===== config.mk =====
export PLATFORM = sky130hd
export DESIGN_NAME = sad_best_match
export DESIGN_NICKNAME = d
export VERILOG_FILES = /design/src/rtl/sad_pkg.sv /design/src/rtl/sad_cmp_sel.sv /design/src/rtl/sad_best_match.sv
export SDC_FILE = /design/constraint.sdc
export NUM_CORES = 1
export LEC_CHECK = 0
export CORE_MARGIN = 2
export CORE_UTILIZATION = 51
export DETAILED_ROUTE_END_ITERATION = 16
export GPL_TIMING_DRIVEN = 0
export PLACE_DENSITY = 0.82
export SKIP_LAST_GASP = 1
export SYNTH_ARGS = -nofsm -noshare
export SYNTH_HDL_FRONTEND = slang
export SYNTH_SLANG_ARGS = --single-unit

===== constraint.sdc =====
create_clock -name clk -period 4.31 [get_ports clk]
set_input_delay 0.862 -clock clk [delete_from_list [all_inputs] [get_ports clk]]
set_output_delay 0.862 -clock clk [all_outputs]
set_load 0.005 [all_outputs]

===== src/rtl/sad_pkg.sv =====
// rtl/sad_pkg.sv - shared widths, helpers and state encoding for the SAD best-match stage
package sad_pkg;

    localparam int WIDTH_DEF = 8;

    // 32 absolute differences of w bits need w+5 bits to sum without overflow
    function automatic int sad_width(input int w);
        return w + 5;
    endfunction

    function automatic int clog2_min1(input int n);
        int r;
        r = 0;
        while ((1 << r) < n) begin
            r = r + 1;
        end
        return (r < 1) ? 1 : r;
    endfunction

    localparam logic [1:0] S_IDLE   = 2'd0;
    localparam logic [1:0] S_SEARCH = 2'd1;
    localparam logic [1:0] S_DONE   = 2'd2;

    typedef enum logic [1:0] {
        ST_IDLE   = S_IDLE,
        ST_SEARCH = S_SEARCH,
        ST_DONE   = S_DONE
    } state_t;

endpackage


===== src/rtl/sad_cmp_sel.sv =====
// rtl/sad_cmp_sel.sv - decides whether an incoming SAD replaces the running minimum
module sad_cmp_sel #(
    parameter int SAD_W = 13
) (
    input  logic             first,
    input  logic [SAD_W-1:0] sad_in,
    input  logic [SAD_W-1:0] best_sad,
    output logic             take
);

    // strict compare so ties keep the earlier candidate
    assign take = first | (sad_in < best_sad);

endmodule


===== src/rtl/sad_best_match.sv =====
// rtl/sad_best_match.sv - tracks minimum SAD and its candidate index over one search window
module sad_best_match
    import sad_pkg::*;
#(
    parameter int WIDTH    = WIDTH_DEF,
    parameter int SAD_W    = sad_width(WIDTH),
    parameter int NUM_CAND = 16,
    parameter int IDX_W    = clog2_min1(NUM_CAND)
) (
    input  logic             clk,
    input  logic             rst,
    input  logic             init,
    input  logic             sad_valid,
    input  logic [SAD_W-1:0] sad_in,
    input  logic             ack,
    output logic [SAD_W-1:0] best_sad,
    output logic [IDX_W-1:0] best_idx,
    output logic [IDX_W-1:0] cand_cnt,
    output logic             busy,
    output logic             done
);

    localparam logic [IDX_W-1:0] LAST_IDX = IDX_W'(NUM_CAND - 1);

    state_t           state;
    state_t           state_n;
    logic             first;
    logic             first_n;
    logic [SAD_W-1:0] best_sad_n;
    logic [IDX_W-1:0] best_idx_n;
    logic [IDX_W-1:0] cand_cnt_n;
    logic             take;

    sad_cmp_sel #(
        .SAD_W(SAD_W)
    ) u_cmp (
        .first   (first),
        .sad_in  (sad_in),
        .best_sad(best_sad),
        .take    (take)
    );

    always_comb begin
        state_n    = state;
        first_n    = first;
        best_sad_n = best_sad;
        best_idx_n = best_idx;
        cand_cnt_n = cand_cnt;
        case (state)
            ST_SEARCH: begin
                // a restart wins over a sample arriving in the same cycle
                if (init) begin
                    cand_cnt_n = '0;
                    first_n    = 1'b1;
                end else if (sad_valid) begin
                    if (take) begin
                        best_sad_n = sad_in;
                        best_idx_n = cand_cnt;
                    end
                    first_n    = 1'b0;
                    cand_cnt_n = cand_cnt + 1'b1;
                    if (cand_cnt == LAST_IDX) begin
                        state_n = ST_DONE;
                    end
                end
            end
            ST_DONE: begin
                if (ack) begin
                    if (init) begin
                        state_n    = ST_SEARCH;
                        cand_cnt_n = '0;
                        first_n    = 1'b1;
                    end else begin
                        state_n = ST_IDLE;
                    end
                end
            end
            default: begin
                // covers IDLE and the unused encoding
                state_n = ST_IDLE;
                if (init) begin
                    state_n    = ST_SEARCH;
                    cand_cnt_n = '0;
                    first_n    = 1'b1;
                end
            end
        endcase
    end

    always_ff @(posedge clk or posedge rst) begin
        if (rst) begin
            state    <= ST_IDLE;
            first    <= 1'b0;
            best_sad <= '0;
            best_idx <= '0;
            cand_cnt <= '0;
            busy     <= 1'b0;
            done     <= 1'b0;
        end else begin
            state    <= state_n;
            first    <= first_n;
            best_sad <= best_sad_n;
            best_idx <= best_idx_n;
            cand_cnt <= cand_cnt_n;
            busy     <= (state_n == ST_SEARCH);
            done     <= (state_n == ST_DONE);
        end
    end

endmodule


==> report_table.html, run 1 <==
<table>
<tr><th>Metric</th><th>Value</th></tr>
<tr><th colspan="2">Logic synthesis</th></tr>
<tr><td>Synth cell count leaders</td><td>26 x sky130_fd_sc_hd__dfrtp_1, 17 x sky130_fd_sc_hd__inv_1, 15 x sky130_fd_sc_hd__ha_1</td></tr>
<tr><td>Total number of yosys warnings</td><td>0</td></tr>
<tr><td>Synthesized area divided by synthesized cell count</td><td>~12 sq um</td></tr>
<tr><td>Top cells by area, synth</td><td>sky130_fd_sc_hd__dfrtp_1 44%, sky130_fd_sc_hd__ha_1 13%, sky130_fd_sc_hd__mux2_4 10%, sky130_fd_sc_hd__mux2_2 6.1%, sky130_fd_sc_hd__inv_1 4.3%</td></tr>
<tr><td>Cell taking the most area after synthesis</td><td>sky130_fd_sc_hd__dfrtp_1</td></tr>
<tr><td>Net count of the mapped netlist</td><td>161</td></tr>
<tr><td>Total of flip-flops plus latches after synthesis</td><td>26</td></tr>
<tr><td>Commonest register cell after synthesis</td><td>sky130_fd_sc_hd__dfrtp_1</td></tr>
<tr><td>Proportion of netlist area held by the largest area contributor</td><td>0.441</td></tr>
<tr><td>Dominant cell by count in the synthesized netlist</td><td>sky130_fd_sc_hd__dfrtp_1</td></tr>
<tr><td>Number of enable-type register cells in the synthesized netlist</td><td>0</td></tr>
<tr><td>Cells after synthesis</td><td>128</td></tr>
<tr><td>Share of synthesized area occupied by flip-flops and latches</td><td>0.441</td></tr>
<tr><td>Share of synthesized flip-flops with an asynchronous set or reset</td><td>1.00</td></tr>
<tr><td>Count of different cell masters after synthesis</td><td>28</td></tr>
<tr><td>Mapped Area</td><td>1480 sq um</td></tr>
<tr><th colspan="2">Cells and area</th></tr>
<tr><td>Number of nets in the layout</td><td>a little over 200</td></tr>
<tr><td>Fraction of layout cells with a size suffix above 1</td><td>0.157</td></tr>
<tr><td>Area taken by multi-input logic gates</td><td>approximately 750 sq um</td></tr>
<tr><td>FF+latch area</td><td>between 600 and 700 sq um</td></tr>
<tr><td>Post-layout instance count excluding filler cells</td><td>just over 200</td></tr>
<tr><td>Final-layout fill cell count</td><td>just over 200</td></tr>
<tr><td>Diode count</td><td>0</td></tr>
<tr><td>Layout area overhead</td><td>32.2%</td></tr>
<tr><th colspan="2">Global routing</th></tr>
<tr><td>All-layer global routing usage</td><td>0.192</td></tr>
<tr><td>Most crowded layer after global routing</td><td>met2</td></tr>
<tr><td>Largest net degree at the start of global routing</td><td>27</td></tr>
<tr><td>Global-route wire length before repair</td><td>around 5000 microns</td></tr>
<tr><td>Number of antenna violations at the first check in global routing</td><td>0</td></tr>
<tr><td>Global routing usage on met1</td><td>0.234</td></tr>
<tr><td>Vias in the first global route</td><td>around 1200</td></tr>
<tr><td>Sum of overflow across all layers after global routing</td><td>0</td></tr>
<tr><td>Met2 usage</td><td>0.328</td></tr>
<tr><td>Met3 usage in global routing</td><td>0.0290</td></tr>
<tr><th colspan="2">Clock tree</th></tr>
<tr><td>Master cell of the clock root buffer</td><td>sky130_fd_sc_hd__clkbuf_4</td></tr>
<tr><td>CTS Hold Buffers Added</td><td>0</td></tr>
<tr><td>H-Tree Level Count</td><td>1</td></tr>
<tr><td>Clock tree from TritonCTS</td><td>done</td></tr>
<tr><td>Post-CTS setup buffer count</td><td>0</td></tr>
<tr><td>Post-cts resize count</td><td>0</td></tr>
<tr><td>Clock buffers created by TritonCTS</td><td>3</td></tr>
<tr><td>Clock-pin slew of the registers on the worst-case setup and hold paths</td><td>around 0.14 ns</td></tr>
<tr><td>Total clock sinks</td><td>26</td></tr>
<tr><td>Number of buffers on the longest clock path</td><td>2</td></tr>
<tr><td>Clock latency on the worst-skew pair</td><td>roughly 0.32 ns</td></tr>
<tr><th colspan="2">Worst hold path</th></tr>
<tr><td>Worst Hold End</td><td>first$_DFFE_PP0P_</td></tr>
<tr><td>Worst hold start</td><td>first$_DFFE_PP0P_</td></tr>
<tr><td>Hold depth</td><td>2</td></tr>
<tr><td>Worst min path class</td><td>reg2reg</td></tr>
<tr><th colspan="2">Timing</th></tr>
<tr><td>Fin Hold WS</td><td>between 0.5 and 0.6 ns</td></tr>
<tr><td>Final setup viols</td><td>0</td></tr>
<tr><td>Count of final max-slew check failures</td><td>0</td></tr>
<tr><td>Unrepaired setup endpoints after global routing</td><td>no</td></tr>
<tr><td>Setup clock skew after layout</td><td>0.00454 ns</td></tr>
<tr><td>Max-slew headroom</td><td>0.345</td></tr>
<tr><td>Sum Neg Setup Slack</td><td>0 ns</td></tr>
<tr><td>Final critical-path share of the clock period</td><td>0.654</td></tr>
<tr><td>Final Hold Viols</td><td>0</td></tr>
<tr><td>Final Critical Period</td><td>approximately 2.8 ns</td></tr>
<tr><td>Fmax</td><td>approximately 360 MHz</td></tr>
<tr><td>Transition time of the tightest slew-check pin</td><td>a little under 1 ns</td></tr>
<tr><th colspan="2">Worst setup path</th></tr>
<tr><td>Crit path launch type</td><td>input pin</td></tr>
<tr><td>Crit end category</td><td>flop</td></tr>
<tr><td>R2R setup slack</td><td>approximately 2.0 ns</td></tr>
<tr><td>Length in cells of the worst reg-to-reg path</td><td>8</td></tr>
<tr><td>Capturing point of the worst reg2reg path</td><td>best_idx[0]$_DFFE_PP0P_</td></tr>
<tr><td>CP Class</td><td>in2reg</td></tr>
<tr><td>Startpoint of the most critical register-to-register path</td><td>state[1]$_DFF_PP0_</td></tr>
<tr><td>Worst-path fanout max</td><td>10</td></tr>
<tr><td>Crit path arrival time</td><td>between 3 and 4 ns</td></tr>
<tr><td>Data required time of the worst path</td><td>around 4.5 ns</td></tr>
<tr><th colspan="2">Outcome</th></tr>
<tr><td>Status</td><td>completed</td></tr>
<tr><th colspan="2">Placed design</th></tr>
<tr><td>Number of placed instances with taps included</td><td>199</td></tr>
<tr><td>GPL Wtd Cong</td><td>between 0.7 and 0.8</td></tr>
<tr><td>Number of buffers added on ports</td><td>40</td></tr>
<tr><td>Total half-perimeter wirelength after legalization and detailed placement</td><td>about 2200 microns</td></tr>
<tr><th colspan="2">Floorplan</th></tr>
<tr><td>Die footprint</td><td>between 3000 and 4000 sq um</td></tr>
<tr><td>Ports placed on the boundary</td><td>slightly above 40</td></tr>
<tr><td>Floorplan Core Area</td><td>between 2000 and 3000 sq um</td></tr>
<tr><td>Row count</td><td>19</td></tr>
<tr><td>Initial cell density of the core</td><td>0.535</td></tr>
<tr><td>Horizontal die dimension</td><td>between 50 and 60 microns</td></tr>
<tr><td>Die extent in y</td><td>57.8 microns</td></tr>
<tr><th colspan="2">Pwr</th></tr>
<tr><td>Worst VDD drop</td><td>between 0.0003 and 0.0004 V</td></tr>
<tr><td>Power density relative to cell area</td><td>just under 500 nW/um^2</td></tr>
<tr><td>Leakage power of the design</td><td>between 0.9 and 1 nW</td></tr>
<tr><td>Final Power</td><td>around 0.94 mW</td></tr>
<tr><th colspan="2">Detailed routing</th></tr>
<tr><td>Detailed Routing Iterations Pass 1</td><td>4</td></tr>
<tr><td>Vias</td><td>1113</td></tr>
<tr><td>Starting DRT DRC Count</td><td>27</td></tr>
<tr><td>Vias/cell</td><td>roughly 5.5</td></tr>
<tr><td>DRC Markers</td><td>0</td></tr>
<tr><td>Remaining antenna violation count</td><td>0</td></tr>
<tr><td>Detailed-route wire length</td><td>roughly 2800 microns</td></tr>
<tr><td>Routed wire per std cell</td><td>13.8 microns</td></tr>
<tr><th colspan="2">Job</th></tr>
<tr><td>Number of max-cap violations</td><td>0</td></tr>
</table>
## per-stage QoR
stage | worst slack [ns] | util | instance area (sq um)
after CTS | 1.48 | 0.707 | 1950
after global routing | 1.38 | 0.707 | 1950
after floorplan | 1.82 | - | 1480
after detailed placement | 1.13 | 0.694 | 1910
after global placement | 1.17 | 0.694 | 1910
final | 1.49 | 0.707 | 1950
## cell type report
class	instances	share of cell area
multi-input combinational	84	0.384
sequential	26	0.334
timing repair buffer	40	0.205
inverter	17	0.0327
tap	31	0.0199
clock buffer	4	0.0186
buffer	1	0.00577
## layer usage
layer  wire length, microns  vias up
li1                       -      544
met1                   1210      539
met2                   1430       26
met3                    129        4
met4                     29        0
met5                      0        -
## power breakdown
part	internal, mW	total, mW	switching, mW
registers	0.317	0.371	0.0541
clock network	0.0517	0.125	0.0728
logic	0.282	0.442	0.160
## worst max-delay path: stages
cell,delay (ns)
sky130_fd_sc_hd__clkdlybuf4s50_1,0.45
sky130_fd_sc_hd__ha_1,0.31
sky130_fd_sc_hd__nand4_1,0.14
sky130_fd_sc_hd__a211oi_1,0.27
sky130_fd_sc_hd__nand2_1,0.13
sky130_fd_sc_hd__o211ai_4,0.33
sky130_fd_sc_hd__buf_6,0.24
sky130_fd_sc_hd__mux2_4,0.31
## placed cells by master, fill, tap and decap left out, types with 3 or more instances in the layout
cell,synthesis,routed
sky130_fd_sc_hd__clkbuf_4,0,3
sky130_fd_sc_hd__nor2b_1,3,3
sky130_fd_sc_hd__mux2_4,10,10
sky130_fd_sc_hd__clkdlybuf4s50_1,0,40
sky130_fd_sc_hd__nor3_1,3,3
sky130_fd_sc_hd__a21oi_1,7,7
sky130_fd_sc_hd__nand2_1,6,6
sky130_fd_sc_hd__o21ai_0,8,8
sky130_fd_sc_hd__nor2_1,5,5
sky130_fd_sc_hd__dfrtp_1,26,26
sky130_fd_sc_hd__ha_1,15,15
sky130_fd_sc_hd__inv_1,17,17
sky130_fd_sc_hd__mux2_2,8,8
sky130_fd_sc_hd__nand4_1,3,3
## worst max path at each step
stage | from | end | slack (ns)
4_1_cts | sad_in[11] | best_idx[0]$_DFFE_PP0P_ | 1.48
3_5_place_dp | sad_in[11] | best_idx[2]$_DFFE_PP0P_ | 1.13
6_report | sad_in[11] | best_idx[0]$_DFFE_PP0P_ | 1.49
5_1_grt | sad_in[11] | best_sad[0]$_DFFE_PP0P_ | 1.38
2_1_floorplan | sad_in[12] | best_idx[0]$_DFFE_PP0P_ | 1.82
3_3_place_gp | sad_in[11] | best_sad[0]$_DFFE_PP0P_ | 1.17
## state kept, by name, summed over array words and instances (netlist names)
signal    count
busy          1
first         1
cand_cnt      4
state         2
best_sad     13
best_idx      4
done          1
## cell families (layout without fill, tap and decap cells)
group / after synthesis / count (layout) / share of synthesized area
buf+inv: 18 / 62 / 0.0509
mux: 18 / 18 / 0.163
flops: 26 / 26 / 0.441
compound gates: 26 / 26 / 0.132
simple gates: 25 / 25 / 0.0857
fa+ha+maj: 15 / 15 / 0.127
Note: power is estimated with default switching activity, not from simulation.
==> run 2: changes to the inputs <==
--- a/config.mk
+++ b/config.mk
@@ -6,10 +6,10 @@
 export NUM_CORES = 1
 export LEC_CHECK = 0
 export CORE_MARGIN = 2
-export CORE_UTILIZATION = 51
+export CORE_UTILIZATION = 43
 export DETAILED_ROUTE_END_ITERATION = 16
 export GPL_TIMING_DRIVEN = 0
-export PLACE_DENSITY = 0.82
+export PLACE_DENSITY = 0.74
 export SKIP_LAST_GASP = 1
 export SYNTH_ARGS = -nofsm -noshare
 export SYNTH_HDL_FRONTEND = slang
==> constraint.sdc (replaced) <==
create_clock -name clk -period 2.4 [get_ports clk]
set_input_delay 0.48 -clock clk [delete_from_list [all_inputs] [get_ports clk]]
set_output_delay 0.48 -clock clk [all_outputs]
set_load 0.005 [all_outputs]
==> run 2 against run 1 <==
Clock power up 140%; register-to-register slack got worse by 1.8 ns; combinational power is 86% higher; cell count up 8.4%; worst hold slack gained 0.0018 ns; largest power group unchanged; via count fell by 1.5%; non-clock buffer count is 2 higher; highest routed layer unchanged; power is 91% higher; cell area up 3.0%; setup slack worse by 1.4 ns; clock-buffer cell count shrank 1.
==> report_table.html, run 2 (synthesis gave the netlist of run 1 again) <==
<table>
<tr><th>Metric</th><th>Value</th></tr>
<tr><th colspan="2">Timing</th></tr>
<tr><td>Sum Neg Setup Slack</td><td>0 ns (unchanged)</td></tr>
<tr><td>Final Critical Period</td><td>about 2.3 ns</td></tr>
<tr><td>Fmax</td><td>436 MHz</td></tr>
<tr><td>Max-slew headroom</td><td>0.356 (+0.0107)</td></tr>
<tr><td>Final setup viols</td><td>0 (unchanged)</td></tr>
<tr><td>Final critical-path share of the clock period</td><td>0.956</td></tr>
<tr><td>Unrepaired setup endpoints after global routing</td><td>no</td></tr>
<tr><td>Final Hold Viols</td><td>0 (unchanged)</td></tr>
<tr><td>Fin Hold WS</td><td>0.531 ns (+0.00175 ns)</td></tr>
<tr><td>Transition time of the tightest slew-check pin</td><td>0.965 ns (-0.0160 ns)</td></tr>
<tr><td>Count of final max-slew check failures</td><td>0 (unchanged)</td></tr>
<tr><td>Setup clock skew after layout</td><td>0.0152 ns (+0.0106 ns)</td></tr>
<tr><th colspan="2">Pwr</th></tr>
<tr><td>Leakage power of the design</td><td>0.958 nW (+1.9%)</td></tr>
<tr><td>Power density relative to cell area</td><td>893 nW/um^2 (+86%)</td></tr>
<tr><td>Worst VDD drop</td><td>0.000409 V (+15%)</td></tr>
<tr><th colspan="2">Detailed routing</th></tr>
<tr><td>Detailed Routing Iterations Pass 1</td><td>5 (+1)</td></tr>
<tr><td>Remaining antenna violation count</td><td>0 (unchanged)</td></tr>
<tr><td>Routed wire per std cell</td><td>13.5 microns (-1.8%)</td></tr>
<tr><td>Starting DRT DRC Count</td><td>21 (-22%)</td></tr>
<tr><td>Detailed-route wire length</td><td>2980 microns (+6.4%)</td></tr>
<tr><td>DRC Markers</td><td>0 (unchanged)</td></tr>
<tr><td>Vias/cell</td><td>4.98 (-9.1%)</td></tr>
<tr><td>Vias</td><td>1096 (-1.5%)</td></tr>
<tr><th colspan="2">Worst setup path</th></tr>
<tr><td>Capturing point of the worst reg2reg path</td><td>best_sad[5]$_DFFE_PP0P_</td></tr>
<tr><td>Crit path launch type</td><td>input pin</td></tr>
<tr><td>Setup crit start</td><td>sad_in[11]</td></tr>
<tr><td>Length in cells of the worst reg-to-reg path</td><td>8 (unchanged)</td></tr>
<tr><td>Crit end category</td><td>flop</td></tr>
<tr><td>Crit path arrival time</td><td>2.51 ns (-0.53 ns)</td></tr>
<tr><td>Data required time of the worst path</td><td>2.61 ns (-1.92 ns)</td></tr>
<tr><td>CP Class</td><td>in2reg</td></tr>
<tr><td>R2R setup slack</td><td>0.21 ns (-1.80 ns)</td></tr>
<tr><td>Worst-path fanout max</td><td>5 (-5)</td></tr>
<tr><td>Startpoint of the most critical register-to-register path</td><td>state[1]$_DFF_PP0_</td></tr>
<tr><th colspan="2">Cells and area</th></tr>
<tr><td>Most common cell after layout, fill and taps aside</td><td>sky130_fd_sc_hd__clkdlybuf4s50_1</td></tr>
<tr><td>Layout area overhead</td><td>36.2%</td></tr>
<tr><td>Cell area after layout</td><td>2010 sq um (+3.0%)</td></tr>
<tr><td>Final-layout fill cell count</td><td>305 (+51%)</td></tr>
<tr><td>Largest register by flop count</td><td>best_sad</td></tr>
<tr><td>Fraction of layout cells with a size suffix above 1</td><td>0.172 (+0.0154)</td></tr>
<tr><td>Top library cells by usage in the layout, fill and taps aside</td><td>40 x sky130_fd_sc_hd__clkdlybuf4s50_1, 26 x sky130_fd_sc_hd__dfrtp_1, 17 x sky130_fd_sc_hd__inv_1</td></tr>
<tr><td>Flip-flop count of the largest register, all copies and words added</td><td>13 (unchanged)</td></tr>
<tr><td>Number of nets in the layout</td><td>208 (+0.97%)</td></tr>
<tr><td>Largest registers</td><td>best_sad x13, best_idx x4, cand_cnt x4</td></tr>
<tr><td>Diode count</td><td>0 (unchanged)</td></tr>
<tr><th colspan="2">Clock tree</th></tr>
<tr><td>Clock-pin slew of the registers on the worst-case setup and hold paths</td><td>0.13 ns (about the same)</td></tr>
<tr><td>H-Tree Level Count</td><td>1 (unchanged)</td></tr>
<tr><td>CTS Hold Buffers Added</td><td>0 (unchanged)</td></tr>
<tr><td>Clock buffers created by TritonCTS</td><td>3 (unchanged)</td></tr>
<tr><td>Total clock sinks</td><td>26 (unchanged)</td></tr>
<tr><td>Clock tree from TritonCTS</td><td>done</td></tr>
<tr><td>Master cell of the clock root buffer</td><td>sky130_fd_sc_hd__clkbuf_4</td></tr>
<tr><td>Number of buffers on the longest clock path</td><td>2 (unchanged)</td></tr>
<tr><td>Clock latency on the worst-skew pair</td><td>0.32 ns (about the same)</td></tr>
<tr><th colspan="2">Floorplan</th></tr>
<tr><td>Horizontal die dimension</td><td>62.6 microns (+8.3%)</td></tr>
<tr><td>Ports placed on the boundary</td><td>41 (unchanged)</td></tr>
<tr><td>Die footprint</td><td>3920 sq um (+17%)</td></tr>
<tr><td>Floorplan Core Area</td><td>3310 sq um (+20%)</td></tr>
<tr><td>Initial cell density of the core</td><td>0.446 (-0.0894)</td></tr>
<tr><td>Die extent in y</td><td>62.6 microns (+8.3%)</td></tr>
<tr><td>Row count</td><td>21 (+2)</td></tr>
<tr><th colspan="2">Global routing</th></tr>
<tr><td>Vias in the first global route</td><td>1164 (-2.0%)</td></tr>
<tr><td>Largest net degree at the start of global routing</td><td>27 (unchanged)</td></tr>
<tr><td>All-layer global routing usage</td><td>0.165 (-0.0272)</td></tr>
<tr><td>Number of antenna violations at the first check in global routing</td><td>0 (unchanged)</td></tr>
<tr><td>Global-route wire length before repair</td><td>5190 microns (+3.9%)</td></tr>
<tr><td>Sum of overflow across all layers after global routing</td><td>0 (unchanged)</td></tr>
<tr><th colspan="2">Outcome</th></tr>
<tr><td>Status</td><td>completed</td></tr>
<tr><th colspan="2">Placed design</th></tr>
<tr><td>Number of buffers added on ports</td><td>40 (unchanged)</td></tr>
<tr><td>Total half-perimeter wirelength after legalization and detailed placement</td><td>2320 microns (+6.0%)</td></tr>
<tr><td>GPL Wtd Cong</td><td>0.815 (+11%)</td></tr>
<tr><td>Total cell area at the placement stage</td><td>1930 sq um (+0.98%)</td></tr>
<tr><th colspan="2">Worst hold path</th></tr>
<tr><td>Worst Hold End</td><td>first$_DFFE_PP0P_</td></tr>
<tr><td>Hold depth</td><td>2 (unchanged)</td></tr>
<tr><td>Worst min path class</td><td>reg2reg</td></tr>
<tr><td>Worst hold start</td><td>first$_DFFE_PP0P_</td></tr>
<tr><th colspan="2">Job</th></tr>
<tr><td>Number of max-cap violations</td><td>0 (unchanged)</td></tr>
</table>
[run 2: routing by layer]
metal / track usage / routed length (microns) / vias up
li1: - / - / 541
met1: 0.206 / 1300 / 524
met2: 0.286 / 1500 / 29
met3: 0.0396 / 161 / 2
met4: 0.0417 / 12 / 0
met5: 0 / 0 / -
[run 2: through the flow]
step	std cells	total power, mW	utilization	setup WS, ns
final	220	1.79	0.607	0.105
after detailed placement	214	1.50	0.584	-0.379
after global placement	214	1.46	0.584	-0.366
after floorplan	128	1.10	-	0.288
after global routing	220	1.94	0.607	0.0145
after CTS	220	1.81	0.604	0.122
[run 2: report_power, final]
| part | switching [mW] | internal [mW] | leakage, nW |
|---|---|---|---|
| clock network | 0.132 | 0.169 | 0.0279 |
| registers | 0.101 | 0.568 | 0.326 |
| logic | 0.307 | 0.517 | 0.603 |
| total | 0.539 | 1.25 | 0.958 |
[run 2: critical path, stage by stage]
cell	delay, ns
sky130_fd_sc_hd__clkdlybuf4s50_1	0.45
sky130_fd_sc_hd__ha_1	0.31
sky130_fd_sc_hd__nand4_1	0.16
sky130_fd_sc_hd__nor3_1	0.36
sky130_fd_sc_hd__o41ai_4	0.11
sky130_fd_sc_hd__o211ai_4	0.12
sky130_fd_sc_hd__buf_4	0.19
sky130_fd_sc_hd__mux2_2	0.33
[run 2: layout make-up]
| type | count | area [sq um] | area share |
|---|---|---|---|
| flip-flops and latches | 26 | 651 | 0.324 |
| well taps | 46 | 57.6 | 0.0286 |
| inverters | 17 | 63.8 | 0.0318 |
| repair buffers | 42 | 415 | 0.207 |
| clock buffers | 3 | 22.5 | 0.0112 |
| multi-input cells | 84 | 754 | 0.375 |
| clock inverters | 1 | 30.0 | 0.0149 |
| plain buffers | 1 | 15.0 | 0.00747 |
[run 2: how the worst max path moves through the flow]
stage / end / slack [ns] / depth (start not counted)
2_1_floorplan: best_idx[0]$_DFFE_PP0P_ / 0.29 / 7
3_3_place_gp: best_sad[0]$_DFFE_PP0P_ / -0.37 / 8
3_5_place_dp: best_sad[5]$_DFFE_PP0P_ / -0.38 / 8
4_1_cts: best_sad[5]$_DFFE_PP0P_ / 0.12 / 8
5_1_grt: best_sad[7]$_DFFE_PP0P_ / 0.01 / 8
6_report: best_sad[12]$_DFFE_PP0P_ / 0.10 / 8
[run 2: repair_timing]
| item | CTS | global route |
|---|---|---|
| endpoints found under the setup margin | 10 | 6 |
| resized for setup | 0 | 2 |
| endpoints found under the hold margin | 0 | 0 |
| pin swaps | 1 | 0 |
| setup buffers | 2 | 0 |
==> run 3: changes to the inputs <==
==> constraint.sdc (replaced) <==
create_clock -name clk -period 2.4 [get_ports clk]
set_input_delay 0.6 -clock clk [delete_from_list [all_inputs] [get_ports clk]]
set_output_delay 0.6 -clock clk [all_outputs]
set_load 0.005 [all_outputs]
==> run 3 against run 2 <==
Non-clock buffer count up 1; die area unchanged; clock-buffer cell count unchanged; setup slack worse by 0.067 ns; global-route usage unchanged; combinational power up 7.6%; cell area up 3.9%; via count up 1.7%; flip-flop and latch count unchanged; register-to-register slack better by 0.03 ns; fmax down 2.8%; critical path depth unchanged.
==> report_table.html, run 3 (synthesis gave the netlist of run 1 again) <==
<table>
<tr><th>Metric</th><th>Value</th></tr>
<tr><th colspan="2">Global routing</th></tr>
<tr><td>Global-route wire length before repair</td><td>5190 microns (unchanged)</td></tr>
<tr><td>Sum of overflow across all layers after global routing</td><td>0 (unchanged)</td></tr>
<tr><td>Largest net degree at the start of global routing</td><td>27 (unchanged)</td></tr>
<tr><td>Vias in the first global route</td><td>1164 (unchanged)</td></tr>
<tr><td>Number of antenna violations at the first check in global routing</td><td>0 (unchanged)</td></tr>
<tr><td>All-layer global routing usage</td><td>0.165 (unchanged)</td></tr>
<tr><th colspan="2">Detailed routing</th></tr>
<tr><td>Detailed Routing Iterations Pass 1</td><td>4 (-1)</td></tr>
<tr><td>Routed wire per std cell</td><td>14.0 microns (+3.4%)</td></tr>
<tr><td>Remaining antenna violation count</td><td>0 (unchanged)</td></tr>
<tr><td>DRC Markers</td><td>0 (unchanged)</td></tr>
<tr><td>Vias</td><td>1115 (+1.7%)</td></tr>
<tr><td>Detailed-route wire length</td><td>3090 microns (+3.8%)</td></tr>
<tr><td>Vias/cell</td><td>5.05 (+1.3%)</td></tr>
<tr><td>Starting DRT DRC Count</td><td>15 (-29%)</td></tr>
<tr><th colspan="2">Clock tree</th></tr>
<tr><td>Total clock sinks</td><td>26 (unchanged)</td></tr>
<tr><td>Clock-pin slew of the registers on the worst-case setup and hold paths</td><td>0.14 ns (about the same)</td></tr>
<tr><td>Clock buffers created by TritonCTS</td><td>3 (unchanged)</td></tr>
<tr><td>Clock latency on the worst-skew pair</td><td>0.33 ns (about the same)</td></tr>
<tr><td>Master cell of the clock root buffer</td><td>sky130_fd_sc_hd__clkbuf_4</td></tr>
<tr><td>CTS Hold Buffers Added</td><td>0 (unchanged)</td></tr>
<tr><td>Number of buffers on the longest clock path</td><td>2 (unchanged)</td></tr>
<tr><td>H-Tree Level Count</td><td>1 (unchanged)</td></tr>
<tr><td>Clock tree from TritonCTS</td><td>done</td></tr>
<tr><th colspan="2">Pwr</th></tr>
<tr><td>Leakage power of the design</td><td>1.02 nW (+6.5%)</td></tr>
<tr><td>Final Power</td><td>1.86 mW (+3.7%)</td></tr>
<tr><td>Worst VDD drop</td><td>0.000409 V (about the same)</td></tr>
<tr><td>Power density relative to cell area</td><td>892 nW/um^2 (-0.12%)</td></tr>
<tr><th colspan="2">Cells and area</th></tr>
<tr><td>Area taken by multi-input logic gates</td><td>791 sq um (+4.8%)</td></tr>
<tr><td>Fraction of layout cells with a size suffix above 1</td><td>0.206 (+0.0333)</td></tr>
<tr><td>Post-layout instance count excluding filler cells</td><td>221 (+0.45%)</td></tr>
<tr><td>Cell area after layout</td><td>2090 sq um (+3.9%)</td></tr>
<tr><td>Largest registers</td><td>best_sad x13, best_idx x4, cand_cnt x4</td></tr>
<tr><td>Number of nets in the layout</td><td>209 (+0.48%)</td></tr>
<tr><td>Final-layout fill cell count</td><td>297 (-2.6%)</td></tr>
<tr><td>Most common cell after layout, fill and taps aside</td><td>sky130_fd_sc_hd__clkdlybuf4s50_1</td></tr>
<tr><td>Diode count</td><td>0 (unchanged)</td></tr>
<tr><td>Flip-flop count of the largest register, all copies and words added</td><td>13 (unchanged)</td></tr>
<tr><td>Top library cells by usage in the layout, fill and taps aside</td><td>35 x sky130_fd_sc_hd__clkdlybuf4s50_1, 26 x sky130_fd_sc_hd__dfrtp_1, 17 x sky130_fd_sc_hd__inv_1</td></tr>
<tr><td>FF+latch area</td><td>651 sq um (unchanged)</td></tr>
<tr><td>Layout Utilization</td><td>0.630 (+0.0234)</td></tr>
<tr><td>Largest register by flop count</td><td>best_sad</td></tr>
<tr><td>Layout area overhead</td><td>41.5%</td></tr>
<tr><th colspan="2">Worst setup path</th></tr>
<tr><td>Setup crit start</td><td>sad_in[3]</td></tr>
<tr><td>Startpoint of the most critical register-to-register path</td><td>state[1]$_DFF_PP0_</td></tr>
<tr><td>CP Class</td><td>in2reg</td></tr>
<tr><td>Crit end category</td><td>flop</td></tr>
<tr><td>Worst-path fanout max</td><td>4 (-1)</td></tr>
<tr><td>R2R setup slack</td><td>0.24 ns (+0.03 ns)</td></tr>
<tr><td>Length in cells of the worst reg-to-reg path</td><td>8 (unchanged)</td></tr>
<tr><td>Capturing point of the worst reg2reg path</td><td>best_sad[4]$_DFFE_PP0P_</td></tr>
<tr><td>Crit path launch type</td><td>input pin</td></tr>
<tr><td>Crit path arrival time</td><td>2.58 ns (+0.07 ns)</td></tr>
<tr><td>Data required time of the worst path</td><td>2.62 ns (about the same)</td></tr>
<tr><th colspan="2">Timing</th></tr>
<tr><td>Final critical-path setup slack</td><td>0.0378 ns (-0.0668 ns)</td></tr>
<tr><td>Final Critical Period</td><td>2.36 ns (+0.0668 ns)</td></tr>
<tr><td>Max-slew headroom</td><td>0.361 (+0.00542)</td></tr>
<tr><td>Final setup viols</td><td>0 (unchanged)</td></tr>
<tr><td>Count of final max-slew check failures</td><td>0 (unchanged)</td></tr>
<tr><td>Transition time of the tightest slew-check pin</td><td>0.957 ns (-0.00812 ns)</td></tr>
<tr><td>Final critical-path share of the clock period</td><td>0.984 (+0.0278)</td></tr>
<tr><td>Fmax</td><td>423 MHz (-2.8%)</td></tr>
<tr><td>Final Hold Viols</td><td>0 (unchanged)</td></tr>
<tr><td>Setup clock skew after layout</td><td>0.0109 ns (-0.00431 ns)</td></tr>
<tr><th colspan="2">Placed design</th></tr>
<tr><td>GPL Wtd Cong</td><td>0.815 (unchanged)</td></tr>
<tr><td>Total cell area at the placement stage</td><td>1930 sq um (unchanged)</td></tr>
<tr><td>Total half-perimeter wirelength after legalization and detailed placement</td><td>2320 microns (unchanged)</td></tr>
<tr><td>Post-place setup slack</td><td>-0.499 ns (-0.120 ns)</td></tr>
<tr><td>Number of placed instances with taps included</td><td>214 (unchanged)</td></tr>
<tr><td>Number of buffers added on ports</td><td>40 (unchanged)</td></tr>
<tr><th colspan="2">Job</th></tr>
<tr><td>Number of max-cap violations</td><td>0 (unchanged)</td></tr>
<tr><th colspan="2">Floorplan</th></tr>
<tr><td>Initial cell density of the core</td><td>0.446 (unchanged)</td></tr>
<tr><td>Row count</td><td>21 (unchanged)</td></tr>
<tr><td>Ports placed on the boundary</td><td>41 (unchanged)</td></tr>
<tr><td>Die extent in y</td><td>62.6 microns (unchanged)</td></tr>
<tr><td>Floorplan Core Area</td><td>3310 sq um (unchanged)</td></tr>
<tr><td>Die footprint</td><td>3920 sq um (unchanged)</td></tr>
<tr><td>Horizontal die dimension</td><td>62.6 microns (unchanged)</td></tr>
<tr><th colspan="2">Worst hold path</th></tr>
<tr><td>Worst min path class</td><td>reg2reg</td></tr>
<tr><td>Worst Hold End</td><td>first$_DFFE_PP0P_</td></tr>
<tr><td>Hold depth</td><td>2 (unchanged)</td></tr>
<tr><td>Worst hold start</td><td>first$_DFFE_PP0P_</td></tr>
<tr><th colspan="2">Outcome</th></tr>
<tr><td>Status</td><td>completed</td></tr>
</table>
-- run 3: final cells by class --
cell class,count,area share
Clock inverter,1,0.0144
Buffer,1,0.00719
Inverter,17,0.0306
Clock buffer,3,0.0108
Multi-Input combinational cell,84,0.379
Timing Repair Buffer,43,0.219
Tap cell,46,0.0276
Sequential cell,26,0.312
-- run 3: metrics by stage --
step	hold slack, ns	setup TNS (ns)
2_1_floorplan	0.470	0
3_3_place_gp	0.489	-7.01
3_5_place_dp	0.501	-7.11
4_1_cts	0.533	0
5_1_grt	0.551	-0.0203
6_report	0.526	0
-- run 3: report_power, final --
| group | total, mW | switching (mW) | internal [mW] |
|---|---|---|---|
| clock network | 0.304 | 0.136 | 0.169 |
| logic | 0.887 | 0.338 | 0.550 |
| registers | 0.669 | 0.101 | 0.568 |
-- run 3: how the worst max path moves through the flow --
stage                                    end  slack, ns  depth (start not counted)
floorplan            best_idx[0]$_DFFE_PP0P_       0.17                          7
global placement     best_sad[0]$_DFFE_PP0P_      -0.49                          8
detailed placement   best_sad[5]$_DFFE_PP0P_      -0.50                          8
CTS                  best_sad[5]$_DFFE_PP0P_      0.002                          8
global route        best_sad[10]$_DFFE_PP0P_     -0.008                          8
finish              best_sad[10]$_DFFE_PP0P_       0.04                          8
-- run 3: worst max-delay path: stages --
cell and delay, ns:
sky130_fd_sc_hd__clkdlybuf4s50_1 0.44, sky130_fd_sc_hd__ha_1 0.29, sky130_fd_sc_hd__o21ai_0 0.13, sky130_fd_sc_hd__a211oi_2 0.26, sky130_fd_sc_hd__nand2_1 0.11, sky130_fd_sc_hd__o211ai_4 0.26, sky130_fd_sc_hd__buf_4 0.17, sky130_fd_sc_hd__mux2_2 0.32
-- run 3: timing repair --
item	4_1_cts	5_1_grt
pin swaps	1	11
cloned	0	1
buffers inserted	2	0
setup endpoints to repair	10	17
resized for setup	0	13
-- run 3: metal layers --
metal  wire (microns)  vias up  share of wire  GRT usage
met5                0        -              0          0
met4               13        0         0.0042     0.0417
met3              167        2          0.054     0.0396
met2             1540       28           0.50      0.286
met1             1370      540           0.44      0.206
li1                 -      545              -          -
